===== config.mk =====
export PLATFORM = sky130hd
export DESIGN_NAME = alarm_sequencer
export DESIGN_NICKNAME = d
export VERILOG_FILES = /design/src/rtl/alarm_sequencer.sv
export SDC_FILE = /design/constraint.sdc
export NUM_CORES = 1
export LEC_CHECK = 0
export BUFFER_PORTS_ARGS = -buffer_cell sky130_fd_sc_hd__buf_2
export CORE_ASPECT_RATIO = 1.5
export CORE_UTILIZATION = 23
export DETAILED_ROUTE_END_ITERATION = 10
export GPL_TIMING_DRIVEN = 0
export SYNTH_ARGS = -nofsm -noshare
export SYNTH_HDL_FRONTEND = slang
export SYNTH_SLANG_ARGS = --single-unit

===== constraint.sdc =====
create_clock -name clk -period 2.55 [get_ports clk]
set_clock_uncertainty 0.05 [all_clocks]
set_input_delay 0.3825 -clock clk [delete_from_list [all_inputs] [get_ports clk]]
set_output_delay 0.3825 -clock clk [all_outputs]
set_load 0.02 [all_outputs]

===== src/rtl/alarm_sequencer.sv =====
// alarm_sequencer: keypad passcode engine, wrong-code lockout and the
// arm/disarm state machine (DISARMED, EXIT, ARMED, ENTRY, ALARM).
// Optional: define DURESS_EN to accept a duress code (last digit ^ 1) that
// disarms like the real code and latches a silent duress_alert until rst.
module alarm_sequencer #(
  parameter int                    CODE_LEN       = 4,
  parameter logic [4*CODE_LEN-1:0] PASSCODE       = 16'h0965,
  parameter logic [3:0]            CLEAR_KEY      = 4'hF,
  parameter int                    EXIT_DELAY     = 16,
  parameter int                    ENTRY_DELAY    = 16,
  parameter int                    MAX_FAILS      = 3,
  parameter int                    LOCKOUT_CYCLES = 32
) (
  input  logic       clk,
  input  logic       rst,
  input  logic       key_valid,
  input  logic [3:0] key_code,
  input  logic       breach,
  output logic [2:0] state_o,
  output logic       is_enabled,
  output logic       led,
  output logic       alert_authorities,
  output logic       lockout,
  output logic       duress_alert
);

  localparam int CW   = $clog2(CODE_LEN + 1);
  localparam int FW   = $clog2(MAX_FAILS + 1);
  localparam int LW   = $clog2(LOCKOUT_CYCLES + 1);
  localparam int DMAX = (EXIT_DELAY > ENTRY_DELAY) ? EXIT_DELAY : ENTRY_DELAY;
  localparam int DW   = $clog2(DMAX + 1);
  // Only the first CODE_LEN-1 digits need storing; the last one is compared live.
  localparam int DGW  = (CODE_LEN > 1) ? 4 * (CODE_LEN - 1) : 4;

  typedef enum logic [2:0] {
    S_DIS  = 3'd0,
    S_EXIT = 3'd1,
    S_ARM  = 3'd2,
    S_ENT  = 3'd3,
    S_ALM  = 3'd4
  } state_t;

  state_t                state, nxt;
  logic [DW-1:0]         dtmr, nxt_dtmr;
  logic [DGW-1:0]        digits;
  logic [CW-1:0]         dig_cnt;
  logic [FW-1:0]         fail_cnt;
  logic [LW-1:0]         lock_tmr;
  logic [4*CODE_LEN-1:0] entry;
  logic                  key_ok, last, pass_hit, duress_hit, code_ok;

  // Full candidate entry: stored digits followed by the incoming key.
  generate
    if (CODE_LEN > 1) begin : g_multi
      assign entry = {digits, key_code};
    end else begin : g_single
      assign entry = key_code;
    end
  endgenerate

  // Decide whether this edge completes an entry and whether it matches.
  always_comb begin
    key_ok     = key_valid && !lockout && (key_code != CLEAR_KEY);
    last       = key_ok && (dig_cnt == CW'(CODE_LEN - 1));
    pass_hit   = last && (entry == PASSCODE);
`ifdef DURESS_EN
    duress_hit = last && (entry == (PASSCODE ^ (4*CODE_LEN)'(1)));
`else
    duress_hit = 1'b0;
`endif
    code_ok    = pass_hit || duress_hit;
  end

  // Entry engine: digit collection, fail counting and lockout timer.
  always_ff @(posedge clk or posedge rst) begin
    if (rst) begin
      digits   <= '0;
      dig_cnt  <= '0;
      fail_cnt <= '0;
      lockout  <= 1'b0;
      lock_tmr <= '0;
    end else if (lockout) begin
      // Keys are dropped while locked; timer counts down to release.
      if (lock_tmr == LW'(1)) lockout <= 1'b0;
      lock_tmr <= lock_tmr - LW'(1);
    end else if (key_valid) begin
      if (key_code == CLEAR_KEY) begin
        dig_cnt <= '0;
      end else if (last) begin
        dig_cnt <= '0;
        if (code_ok) begin
          fail_cnt <= '0;
        end else if (fail_cnt == FW'(MAX_FAILS - 1)) begin
          fail_cnt <= '0;
          lockout  <= 1'b1;
          lock_tmr <= LW'(LOCKOUT_CYCLES);
        end else begin
          fail_cnt <= fail_cnt + FW'(1);
        end
      end else begin
        dig_cnt <= dig_cnt + CW'(1);
        digits  <= entry[DGW-1:0];
      end
    end
  end

  // Next state: code_ok takes priority over delay expiry and breach.
  always_comb begin
    nxt      = state;
    nxt_dtmr = dtmr;
    case (state)
      S_DIS: if (code_ok) begin
        nxt      = S_EXIT;
        nxt_dtmr = DW'(EXIT_DELAY - 1);
      end
      S_EXIT: begin
        if (code_ok)            nxt = S_DIS;
        else if (dtmr == '0)    nxt = S_ARM;
        else                    nxt_dtmr = dtmr - DW'(1);
      end
      S_ARM: begin
        if (code_ok) nxt = S_DIS;
        else if (breach) begin
          nxt      = S_ENT;
          nxt_dtmr = DW'(ENTRY_DELAY - 1);
        end
      end
      S_ENT: begin
        if (code_ok)            nxt = S_DIS;
        else if (dtmr == '0)    nxt = S_ALM;
        else                    nxt_dtmr = dtmr - DW'(1);
      end
      S_ALM:   if (code_ok) nxt = S_DIS;
      default: nxt = S_DIS;
    endcase
  end

  // State register with outputs registered from the next state.
  always_ff @(posedge clk or posedge rst) begin
    if (rst) begin
      state             <= S_DIS;
      dtmr              <= '0;
      state_o           <= 3'd0;
      is_enabled        <= 1'b0;
      led               <= 1'b0;
      alert_authorities <= 1'b0;
    end else begin
      state             <= nxt;
      dtmr              <= nxt_dtmr;
      state_o           <= nxt;
      is_enabled        <= (nxt != S_DIS);
      led               <= (nxt != S_DIS);
      alert_authorities <= (nxt == S_ALM);
    end
  end

`ifdef DURESS_EN
  // Silent duress flag, sticky until reset.
  always_ff @(posedge clk or posedge rst) begin
    if (rst)             duress_alert <= 1'b0;
    else if (duress_hit) duress_alert <= 1'b1;
  end
`else
  assign duress_alert = 1'b0;
`endif

endmodule


; Word-level counts from Yosys, hierarchy flattened
; Index checks and enable logic that the tools add are counted.
; Widths: inputs -> output; s select.
[word_totals]
elab_cells = 84
out_inout_bits = 8
input_bits = 8
reg_bits = 34
[op_classes]
n_mux = 32
n_reduce_logical = 18
bitwise_logic = 3
eq_ne = 18
n_addsub = 4
[ops]
columns = operator, n
row1 = $mux 6, 6
row2 = $mux 3, 10
row3 = $mux 5, 5
row4 = $eq 16x12->1 const B, 1
row5 = $pmux 3 s5, 1
row6 = $pmux 5 s3, 1
row7 = $ne 2x2->1 const B, 7
row8 = $eq 3x2->1 const B, 3
row9 = $reduce_and 4->1, 2
row10 = $mux 1, 7
row11 = $eq 3x3->1 const B, 2
row12 = $eq 6x1->1 const B, 1
row13 = $reduce_and 6->1, 1
row14 = $reduce_bool 2->1, 3
row15 = $reduce_bool 3->1, 2
row16 = $sub 6x1->6 const B, 1
row17 = $logic_not 5->1, 1
row18 = $reduce_and 5->1, 1
row19 = $sub 5x1->5 const B, 1
row20 = $eq 4x4->1 const B, 1
row21 = $logic_and 1x1->1, 4
row22 = $mux 2, 2
row23 = $ne 4x4->1 const B, 1
row24 = $add 3x1->3 const B, 1
row25 = other kinds (8), 10

; Depth between registers and ports, before layout
; Gate-level depths: netlist of the first run.
[depth]
ltp_word = 10
mapped_depth = 7

; Least setup slack after synthesis of the first run
; OpenSTA, ideal clock, no wires.
[synth_path]
kind = reg-to-reg
start = register lockout
end = register led
setup_slack_ns = 0.385
path_buffers = 1
path_stages_with_launch = 7
arrival_time_ns = 1.984
t_required_ns = 2.369
setup_ns = 0.131
path_cell_list = dfrtp_1 nand2b_4 or3_1 buf_6 nor2_4 mux2_4 or3_1
[synth_between]
elab_chain_len = 8
word_cells_on_any_way = 12
cone_classes = 6 x mux / 6 x reduce/logical
[synth_lines]
columns = element, line_no
row1 = "start, declared", 23  ; output logic lockout,
row2 = "start signal, assigned", 80  ; lockout <= 1'b0;
row3 = "start signal, assigned", 84  ; if (lock_tmr == LW'(1)) lockout <= 1'b0;
row4 = "start signal, assigned", 95  ; lockout <= 1'b1;
row5 = $logic_not 1->1 *, 63  ; key_ok = key_valid && !lockout && (key_code != CLEAR_KEY);
row6 = $logic_and 1x1->1 * (2 in a row), 63
row7 = $logic_and 1x1->1 *, 64  ; last = key_ok && (dig_cnt == CW'(CODE_LEN - 1));
row8 = $logic_and 1x1->1 *, 65  ; pass_hit = last && (entry == PASSCODE);
row9 = "$mux 3, on equally long branches", -
row10 = $pmux 3 s5 *, 111  ; case (state)
row11 = via nxt[0], 43  ; state_t state, nxt;
row12 = $reduce_bool 3->1 *, 152  ; led <= (nxt != S_DIS);
row13 = "end signal, assigned", 152
row14 = "end, declared", 21  ; output logic led,
; The timed path passes the listed nets; every way through them passes the cells marked *.
; A chain may end at the register's enable or synchronous reset.

; Worst setup path after layout of the first run
[layout_path]
start = register dig_cnt[0]
end = register led
[layout_between]
elab_chain_len = 6
word_cells_on_any_way = 10
cone_classes = 1 x eq/ne / 6 x mux / 3 x reduce/logical
[layout_lines]
columns = element, line_no
row1 = "start, declared", 46  ; logic [CW-1:0] dig_cnt;
row2 = "start signal, assigned", 101  ; dig_cnt <= dig_cnt + CW'(1);
row3 = $eq 3x2->1 *, 64
row4 = $logic_and 1x1->1 *, 64
row5 = $logic_and 1x1->1 *, 65
row6 = "$mux 3, on equally long branches", -
row7 = $pmux 3 s5 *, 111
row8 = via nxt[0], 43
row9 = $reduce_bool 3->1 *, 152
; Marked as above.

==> flow_summary_export.csv, run 1 <==
group,metric,value,unit
cts,post_cts_buffers,0,
sta,tightestPinTransition,0.706,ns
sta,tns,0,ns
setup_path,cp_num_buf_inv,1,
cells_and_area,stdcell_count,238,
synthesis,synth_top_area_share,51.8,%
synthesis,seq_area_frac_synth,51.8,%
placement,portBuffers,14,
synthesis,synth_area_leader_cell,"dfrtp_1",
power,finalPower,2.06,mW
run,cap_violations,0,
synthesis,synth_cell_type_count,38,
sta,slew_viol_final,0,
setup_path,criticalPathCategory,"flip-flop to flip-flop",
setup_path,crit_chain,"ha_1, nand2b_1, or3_1, buf_6, nor2_4, mux2_4, or3_1",
global_route,grt_overflow,0,
drt,viasPerCell,4.51,
cells_and_area,nFillCells,707,
cts,numCtsBuffers,5,
setup_path,cp_data_arrival_time,2.36,ns
cts,postCtsHoldBufs,0,
drt,drc,0,
placement,place_area,1810,um2
setup_path,slowest_stage,"or3_1",
synthesis,ys_ff_latch,34,
setup_path,start_kind,"flip-flop",
sta,fmax,0.444,GHz
cts,clkTransAtPathRegs,0.08,ns
status,status,"finished clean",
drt,vias,1074,
synthesis,syn_area_per_cell,11.9,um2
synthesis,synth-edff-count,0,
floorplan,ios,16,
power,p_per_area,1080,nW/um2
placement,dp.cells,230,
global_route,grt_max_degree,35,
sta,hold_viol,0,
setup_path,cp-end-kind,"flip-flop",
cells_and_area,seqCellArea,851,um2
cells_and_area,drive_gt1_share,30.6,%
sta,relSlewSlack,52.8,%
global_route,track_usage,8.90,%
global_route,grt_antenna_before_repair,0,
setup_path,required,2.66,ns
drt,wl_per_cell,12.2,um
power,p_leak,0.805,nW
cells_and_area,final_cell_area,1910,um2
placement,dp_hpwl,2.08,mm
floorplan,core_area,6900,um2
cts,cts_tree,"built",
synthesis,synth_flop_cell,"dfrtp_1",
global_route,grt_pass1_vias,1145,
drt,drt-total-wl,2.90,mm
synthesis,netlist_top_cells_area,"dfrtp_1 52%, mux2_2 9.6%, ha_1 3.8%",
setup_path,crit_top_cell,"or3_1",
floorplan,die_w,71.0,um
placement,gp_congestion,0.757,
sta,rsz0062_at_grt,"no",
cts,clock_sinks,34,
drt,first_iter_violations,39,
cts,cts-resized-gates,0,
synthesis,syn_inst,138,
sta,finalSetupViolations,0,
floorplan,start_util,23.8,%
setup_path,critPathMaxStageDelay,0.39,ns
global_route,grt_pass1_wl,5.19,mm
cts,clk_latency,0.29,ns
synthesis,synth_nets,151,
sta,min_period,2.25,ns
cts,h-tree-depth,2,
power,ir_drop,0.000494,V
cells_and_area,area_growth,16.0,%
drt,drt_pass1_iterations,5,
setup_path,worstPathMaxFanout,7,
synthesis,synthArstFlopShare,100,%
cts,cts_buffer_depth,2,
sta,fin_crit_sh,88.3,%
floorplan,die_area,7490,um2
cells_and_area,multi_input_area,738,um2
drt,final_antenna_net_count,0,
cts,root_buffer,"clkbuf_8",
synthesis,synthesis.area,1640,um2
synthesis,yosys_warnings,0,
floorplan,rows,37,
hold_path,hold_class,"input pin to asynchronous set/reset pin",
setup_path,path_delay_family,"simple AND/OR/NAND/NOR gates",
floorplan,fp.dieH,106,um
cells_and_area,nets,172,
cells_and_area,antenna_cells,0,
[cell families after synthesis]
logic type	share of synthesized area (%)
xor gates and xnor gates	2.67
other	0.228
and+or+nand+nor	19.3
adders and majority gates	3.81
buffers and inverters	3.27
AOI/OAI and AO/OA	6.85
DFF	51.8
muxes	12.1
[path summary, 6_finish.rpt]
kind                                   startpoint                endpoint  slack (ns)  cells after the start
max reg2reg                dig_cnt[0]$_DFFE_PP0P_           led$_DFF_PP0_        0.30                      7
max                        dig_cnt[0]$_DFFE_PP0P_           led$_DFF_PP0_        0.30                      7
min in group clk                      key_code[0]   digits[0]$_DFFE_PP0P_        0.30                      2
max in group asynchronous                     rst      state[2]$_DFF_PP0_        1.83                      2
min                                           rst  dig_cnt[2]$_DFFE_PP0P_        0.16                      2
min reg2reg                dig_cnt[2]$_DFFE_PP0P_  dig_cnt[2]$_DFFE_PP0P_        0.44                      1
[report_power, final]
part,internal [mW],switching [mW]
clock,0.217,0.192
sequential,0.761,0.193
combinational,0.377,0.320
total,1.36,0.706
[metal layers]
| layer | track usage, % | routed length [um] | up-vias |
|---|---|---|---|
| met5 | 0 | 0 | - |
| met1 | 9.68 | 1260 | 524 |
| li1 | - | - | 526 |
| met4 | 3.86 | 57 | 0 |
| met3 | 2.68 | 107 | 7 |
| met2 | 15.7 | 1470 | 17 |
[final cells by class]
type / instances / share of cell area (%)
flip-flops and latches: 34 / 44.6
plain buffers: 4 / 1.64
clock inverters: 2 / 0.657
clock buffers: 6 / 4.33
multi-input cells: 94 / 38.7
repair buffers: 14 / 3.68
well taps: 78 / 5.12
inverters: 6 / 1.18
[per-stage QoR]
step	utilization [%]	setup WS, ns	hold slack [ns]
finish	27.6	0.297	0.159
global route	27.6	0.205	0.237
CTS	27.6	0.307	0.298
detailed placement	26.2	0.259	0.421
global placement	26.2	0.260	0.417
floorplan	-	0.385	0.399
[cell usage in the layout (no fill, tap or decap), drive strengths merged]
cell      instances
nor3              9
buf              18
inv               6
o21ai             1
nand3b            1
o31ai             1
clkbuf            6
or2b              1
a31oi             4
nor2b             1
clkinv            1
o21a              5
nand2b            5
nor4bb            2
xor2              2
a32oi             1
or3               3
a22o              1
o32a              1
ha                5
nor4              1
conb              1
xnor2             3
nand2             9
clkinvlp          1
mux2             17
nand4             1
dfrtp            34
and4              2
nor2             13
a32o              1
nor4b             3
[flip-flops by register name, summed over array words and instances, names as in the netlist]
name               flops
lock_tmr               6
state                  3
dtmr                   5
led                    1
dig_cnt                3
digits                12
alert_authorities      1
lockout                1
fail_cnt               2
[cell usage after synthesis (all sizes together), types with 4 or more instances]
| master | count |
|---|---|
| a31oi | 4 |
| buf | 4 |
| dfrtp | 34 |
| ha | 5 |
| inv | 6 |
| mux2 | 17 |
| nand2 | 9 |
| nand2b | 5 |
| nor2 | 13 |
| nor3 | 9 |
| o21a | 5 |
Note: power is estimated with default switching activity, not from simulation.
==> run 2, diff against run 1 <==
Settings changed: CTS_BUF_LIST set to sky130_fd_sc_hd__clkbuf_4.
==> flow_summary_export.csv, run 2 (synthesis gave the netlist of run 1 again) <==
group,metric,value,unit
status,status,"finished clean",
sta,slew_viol_final,0,
cells_and_area,nFillCells,718,
setup_path,required,2.71,ns
setup_path,criticalPathCategory,"flip-flop to flip-flop",
placement,place_area,1810,um2
cts,cts_buffer_depth,2,
floorplan,fp.dieH,106,um
cts,cts-resized-gates,0,
cts,root_buffer,"clkbuf_4",
floorplan,rows,37,
sta,rsz0062_at_grt,"no",
setup_path,slowest_stage,"or3_1",
cells_and_area,top_regs,"digits x12, lock_tmr x6, dtmr x5",
cells_and_area,nets,172,
cts,cts_tree,"built",
setup_path,critPathMaxStageDelay,0.39,ns
drt,final_antenna_net_count,0,
placement,portBuffers,14,
sta,tns,0,ns
cells_and_area,final_cell_area,1860,um2
cells_and_area,area_growth,13.5,%
placement,gp_congestion,0.757,
drt,drt-total-wl,2.83,mm
cts,post_cts_buffers,0,
cells_and_area,largest_reg_flops,12,
cts,clk_latency,0.34,ns
setup_path,crit_chain,"ha_1, nand2b_1, or3_1, buf_6, nor2_4, mux2_4, or3_1",
sta,finalSetupViolations,0,
drt,viasPerCell,4.56,
global_route,grt_pass1_vias,1147,
floorplan,die_area,7490,um2
cts,clock_sinks,34,
global_route,grt_max_degree,35,
sta,tightestPinTransition,0.694,ns
setup_path,crit_top_cell,"or3_1",
sta,hold_viol,0,
floorplan,die_w,71.0,um
setup_path,worstPathMaxFanout,7,
setup_path,cp_data_arrival_time,2.43,ns
global_route,grt_overflow,0,
drt,drc,0,
cells_and_area,layout_commonest_cell,"dfrtp_1",
drt,drt_pass1_iterations,5,
setup_path,start_kind,"flip-flop",
global_route,grt_pass1_wl,5.19,mm
global_route,track_usage,8.80,%
cts,h-tree-depth,2,
floorplan,start_util,23.8,%
power,p_per_area,1030,nW/um2
drt,first_iter_violations,19,
sta,relSlewSlack,53.7,%
floorplan,ios,16,
cells_and_area,regMostFlops,"digits",
run,cap_violations,0,
cells_and_area,drive_gt1_share,30.0,%
sta,min_period,2.27,ns
cells_and_area,final_cell_mix,"34 x dfrtp_1, 15 x buf_2, 14 x mux2_2",
sta,fmax,0.441,GHz
drt,wl_per_cell,11.9,um
placement,dp_hpwl,2.08,mm
cts,clkTransAtPathRegs,0.11,ns
floorplan,core_area,6900,um2
power,ir_drop,0.000443,V
cts,numCtsBuffers,5,
cells_and_area,final_util,27.0,%
drt,vias,1086,
sta,fin_crit_sh,88.9,%
cells_and_area,antenna_cells,0,
setup_path,cp-end-kind,"flip-flop",
power,p_leak,0.786,nW
global_route,grt_antenna_before_repair,0,
cts,postCtsHoldBufs,0,
hold_path,hold_class,"input pin to asynchronous set/reset pin",
==> run 2: changes by cell type in the layout (fill, tap and decap cells not counted) <==
cell and change:
clkbuf_8 -6, clkbuf_4 +5, clkinv_1 +1
==> run 2: worst paths after layout <==
| path | cells after the start | to | from | slack [ns] |
|---|---|---|---|---|
| min reg2reg | 1 | dig_cnt[2]$_DFFE_PP0P_ | dig_cnt[2]$_DFFE_PP0P_ | 0.44 |
| max in group asynchronous | 2 | fail_cnt[0]$_DFFE_PP0P_ | rst | 1.90 |
| min | 2 | digits[7]$_DFFE_PP0P_ | rst | 0.09 |
| min in group clk | 2 | digits[3]$_DFFE_PP0P_ | key_code[3] | 0.25 |
| max reg2reg | 7 | led$_DFF_PP0_ | dig_cnt[0]$_DFFE_PP0P_ | 0.28 |
| max | 7 | led$_DFF_PP0_ | dig_cnt[0]$_DFFE_PP0P_ | 0.28 |
==> run 2: routing by layer <==
layer  up-vias  share of wire (%)  track usage, %  wire [um]
met2        17                 51            15.8       1450
met5         -                  0               0          0
met3         6                3.7            2.68        106
met1       533                 43            9.32       1220
met4         0                2.0            3.86         57
li1        530                  -               -          -
==> run 2: worst max-delay path: cells and delay by family (launching register included) <==
kind          cells  cell delay [ns]
simple gates      4             1.01
fa+ha+maj         1             0.18
buf+inv           1             0.15
mux               1             0.36
flops             1             0.38
==> run 2: stage by stage <==
| step | instances | power, mW | hold WS, ns | worst slack [ns] |
|---|---|---|---|---|
| 6_report | 238 | 1.93 | 0.0893 | 0.284 |
| 5_1_grt | 238 | 2.10 | 0.148 | 0.193 |
| 4_1_cts | 238 | 1.96 | 0.234 | 0.296 |
| 3_5_place_dp | 230 | 1.68 | 0.421 | 0.259 |
| 3_3_place_gp | 230 | 1.65 | 0.417 | 0.260 |
| 2_1_floorplan | 138 | 1.49 | 0.399 | 0.385 |
==> run 2: final cells by class <==
class | count | area (um2) | area share (%)
clock buffers | 5 | 37.5 | 2.01
well taps | 78 | 97.6 | 5.23
repair buffers | 14 | 70.1 | 3.76
multi-input cells | 94 | 738 | 39.6
inverters | 6 | 22.5 | 1.21
plain buffers | 4 | 31.3 | 1.68
clock inverters | 3 | 16.3 | 0.872
flip-flops and latches | 34 | 851 | 45.6
==> run 2: power breakdown <==
part	internal, mW	switching, mW	leakage (nW)
clock	0.102	0.177	0.0286
combinational	0.377	0.319	0.359
sequential	0.759	0.193	0.399
total	1.24	0.689	0.786
==> run 3, diff against run 2 <==
Settings changed: CORE_MARGIN set to 5.
==> flow_summary_export.csv, run 3 (synthesis gave the netlist of run 1 again) <==
group,metric,value,unit
setup_path,criticalPathCategory,"flip-flop to flip-flop",
global_route,grt_pass1_vias,1154,
drt,drc,0,
placement,gp_congestion,0.721,
cells_and_area,layout_commonest_cell,"dfrtp_1",
cts,clkTransAtPathRegs,0.11,ns
global_route,grt_overflow,0,
hold_path,hold_class,"input pin to asynchronous set/reset pin",
setup_path,r2r_end,"led$_DFF_PP0_",
global_route,grt_antenna_before_repair,0,
status,status,"finished clean",
floorplan,core_area,6900,um2
cells_and_area,seqCellArea,851,um2
setup_path,slowest_stage,"dfrtp_1",
sta,slew_viol_final,0,
cells_and_area,regMostFlops,"digits",
global_route,grt_pass1_wl,5.20,mm
setup_path,rr_startpoint,"dig_cnt[0]$_DFFE_PP0P_",
setup_path,worstPathMaxFanout,7,
floorplan,ios,16,
sta,min_period,2.21,ns
floorplan,die_area,8970,um2
cells_and_area,nets,172,
placement,dp.cells,230,
placement,place_area,1810,um2
cts,root_buffer,"clkbuf_4",
setup_path,required,2.71,ns
cts,numCtsBuffers,5,
setup_path,cp_data_arrival_time,2.38,ns
cts,post_cts_buffers,0,
setup_path,crit_top_cell,"or3_1",
cells_and_area,nFillCells,713,
cells_and_area,multi_input_area,738,um2
setup_path,r2r_slack,0.34,ns
power,p_per_area,1030,nW/um2
sta,rsz0062_at_grt,"no",
drt,vias,1067,
cts,postCtsHoldBufs,0,
drt,wl_per_cell,12.0,um
setup_path,r2r_cells,7,
run,cap_violations,0,
drt,viasPerCell,4.48,
setup_path,critPathMaxStageDelay,0.39,ns
sta,finalSetupViolations,0,
cts,cts_buffer_depth,2,
cells_and_area,stdcell_count,238,
power,p_leak,0.791,nW
cts,cts_tree,"built",
placement,dp_hpwl,2.14,mm
cts,h-tree-depth,2,
cts,clk_latency,0.34,ns
setup_path,start_kind,"flip-flop",
floorplan,rows,37,
drt,first_iter_violations,21,
cells_and_area,final_cell_area,1860,um2
cells_and_area,drive_gt1_share,30.0,%
sta,relSlewSlack,53.8,%
floorplan,start_util,23.8,%
setup_path,cp-end-kind,"flip-flop",
drt,drt-total-wl,2.86,mm
cells_and_area,final_util,27.0,%
cts,clock_sinks,34,
sta,fin_crit_sh,86.8,%
cells_and_area,largest_reg_flops,12,
global_route,grt_max_degree,35,
sta,finalHoldWorstSlack,0.0914,ns
sta,tns,0,ns
power,ir_drop,0.000367,V
drt,drt_pass1_iterations,2,
cells_and_area,antenna_cells,0,
sta,hold_viol,0,
floorplan,die_w,79.0,um
sta,tightestPinTransition,0.691,ns
cells_and_area,top_regs,"digits x12, lock_tmr x6, dtmr x5",
drt,final_antenna_net_count,0,
sta,fmax,0.452,GHz
cts,cts-resized-gates,0,
placement,portBuffers,14,
global_route,track_usage,7.34,%
cells_and_area,area_growth,13.5,%
floorplan,fp.dieH,114,um
setup_path,crit_chain,"ha_1, nand2b_1, or3_1, buf_6, nor2_4, mux2_4, or3_1",
cells_and_area,final_cell_mix,"34 x dfrtp_1, 15 x buf_2, 14 x mux2_2",
-- run 3: cell count changes in the layout (fill, tap and decap cells not counted), sizes merged --
cell,change
clkbuf,+1
clkinvlp,-1
-- run 3: worst max-delay path, delay by kind of cell, from the launching register on --
kind          cells  cell delay (ns)
simple gates      4             0.99
fa+ha+maj         1             0.17
buf+inv           1             0.15
mux               1             0.36
flops             1             0.39
-- run 3: power by group --
group          total [mW]  internal (mW)  leakage (nW)  switching (mW)
Clock               0.284          0.114        0.0331           0.170
Combinational       0.695          0.375         0.359           0.320
Sequential          0.950          0.759         0.399           0.190
Total                1.93           1.25         0.791           0.681
-- run 3: layout make-up --
| cell class | instances | share of cell area [%] |
|---|---|---|
| well taps | 78 | 5.23 |
| clock inverters | 2 | 0.470 |
| multi-input cells | 94 | 39.6 |
| plain buffers | 4 | 1.68 |
| flip-flops and latches | 34 | 45.6 |
| repair buffers | 14 | 3.76 |
| clock buffers | 6 | 2.42 |
| inverters | 6 | 1.21 |
-- run 3: per-layer routing --
| metal | vias up | routed length (um) | share of wire [%] | GRT usage [%] |
|---|---|---|---|---|
| met5 | - | 0 | 0 | 0 |
| met4 | 0 | 59 | 2.1 | 3.56 |
| met3 | 7 | 144 | 5.0 | 2.69 |
| met2 | 16 | 1370 | 48 | 12.0 |
| met1 | 512 | 1290 | 45 | 8.42 |
| li1 | 532 | - | - | - |
-- run 3: how the worst max path moves through the flow --
| stage | to | start | slack [ns] | cells after the start |
|---|---|---|---|---|
| 6_report | led$_DFF_PP0_ | dig_cnt[0]$_DFFE_PP0P_ | 0.34 | 7 |
| 4_1_cts | led$_DFF_PP0_ | dig_cnt[0]$_DFFE_PP0P_ | 0.32 | 7 |
| 3_5_place_dp | led$_DFF_PP0_ | key_code[1] | 0.28 | 6 |
| 2_1_floorplan | led$_DFF_PP0_ | lockout$_DFF_PP0_ | 0.38 | 6 |
| 5_1_grt | led$_DFF_PP0_ | dig_cnt[0]$_DFFE_PP0P_ | 0.25 | 7 |
| 3_3_place_gp | led$_DFF_PP0_ | key_code[2] | 0.27 | 7 |
-- run 3: metrics by stage --
| step | setup slack [ns] | power, mW |
|---|---|---|
| 2_1_floorplan | 0.385 | 1.49 |
| 3_3_place_gp | 0.273 | 1.65 |
| 3_5_place_dp | 0.280 | 1.67 |
| 6_report | 0.336 | 1.93 |
| 4_1_cts | 0.321 | 1.97 |
| 5_1_grt | 0.248 | 2.11 |
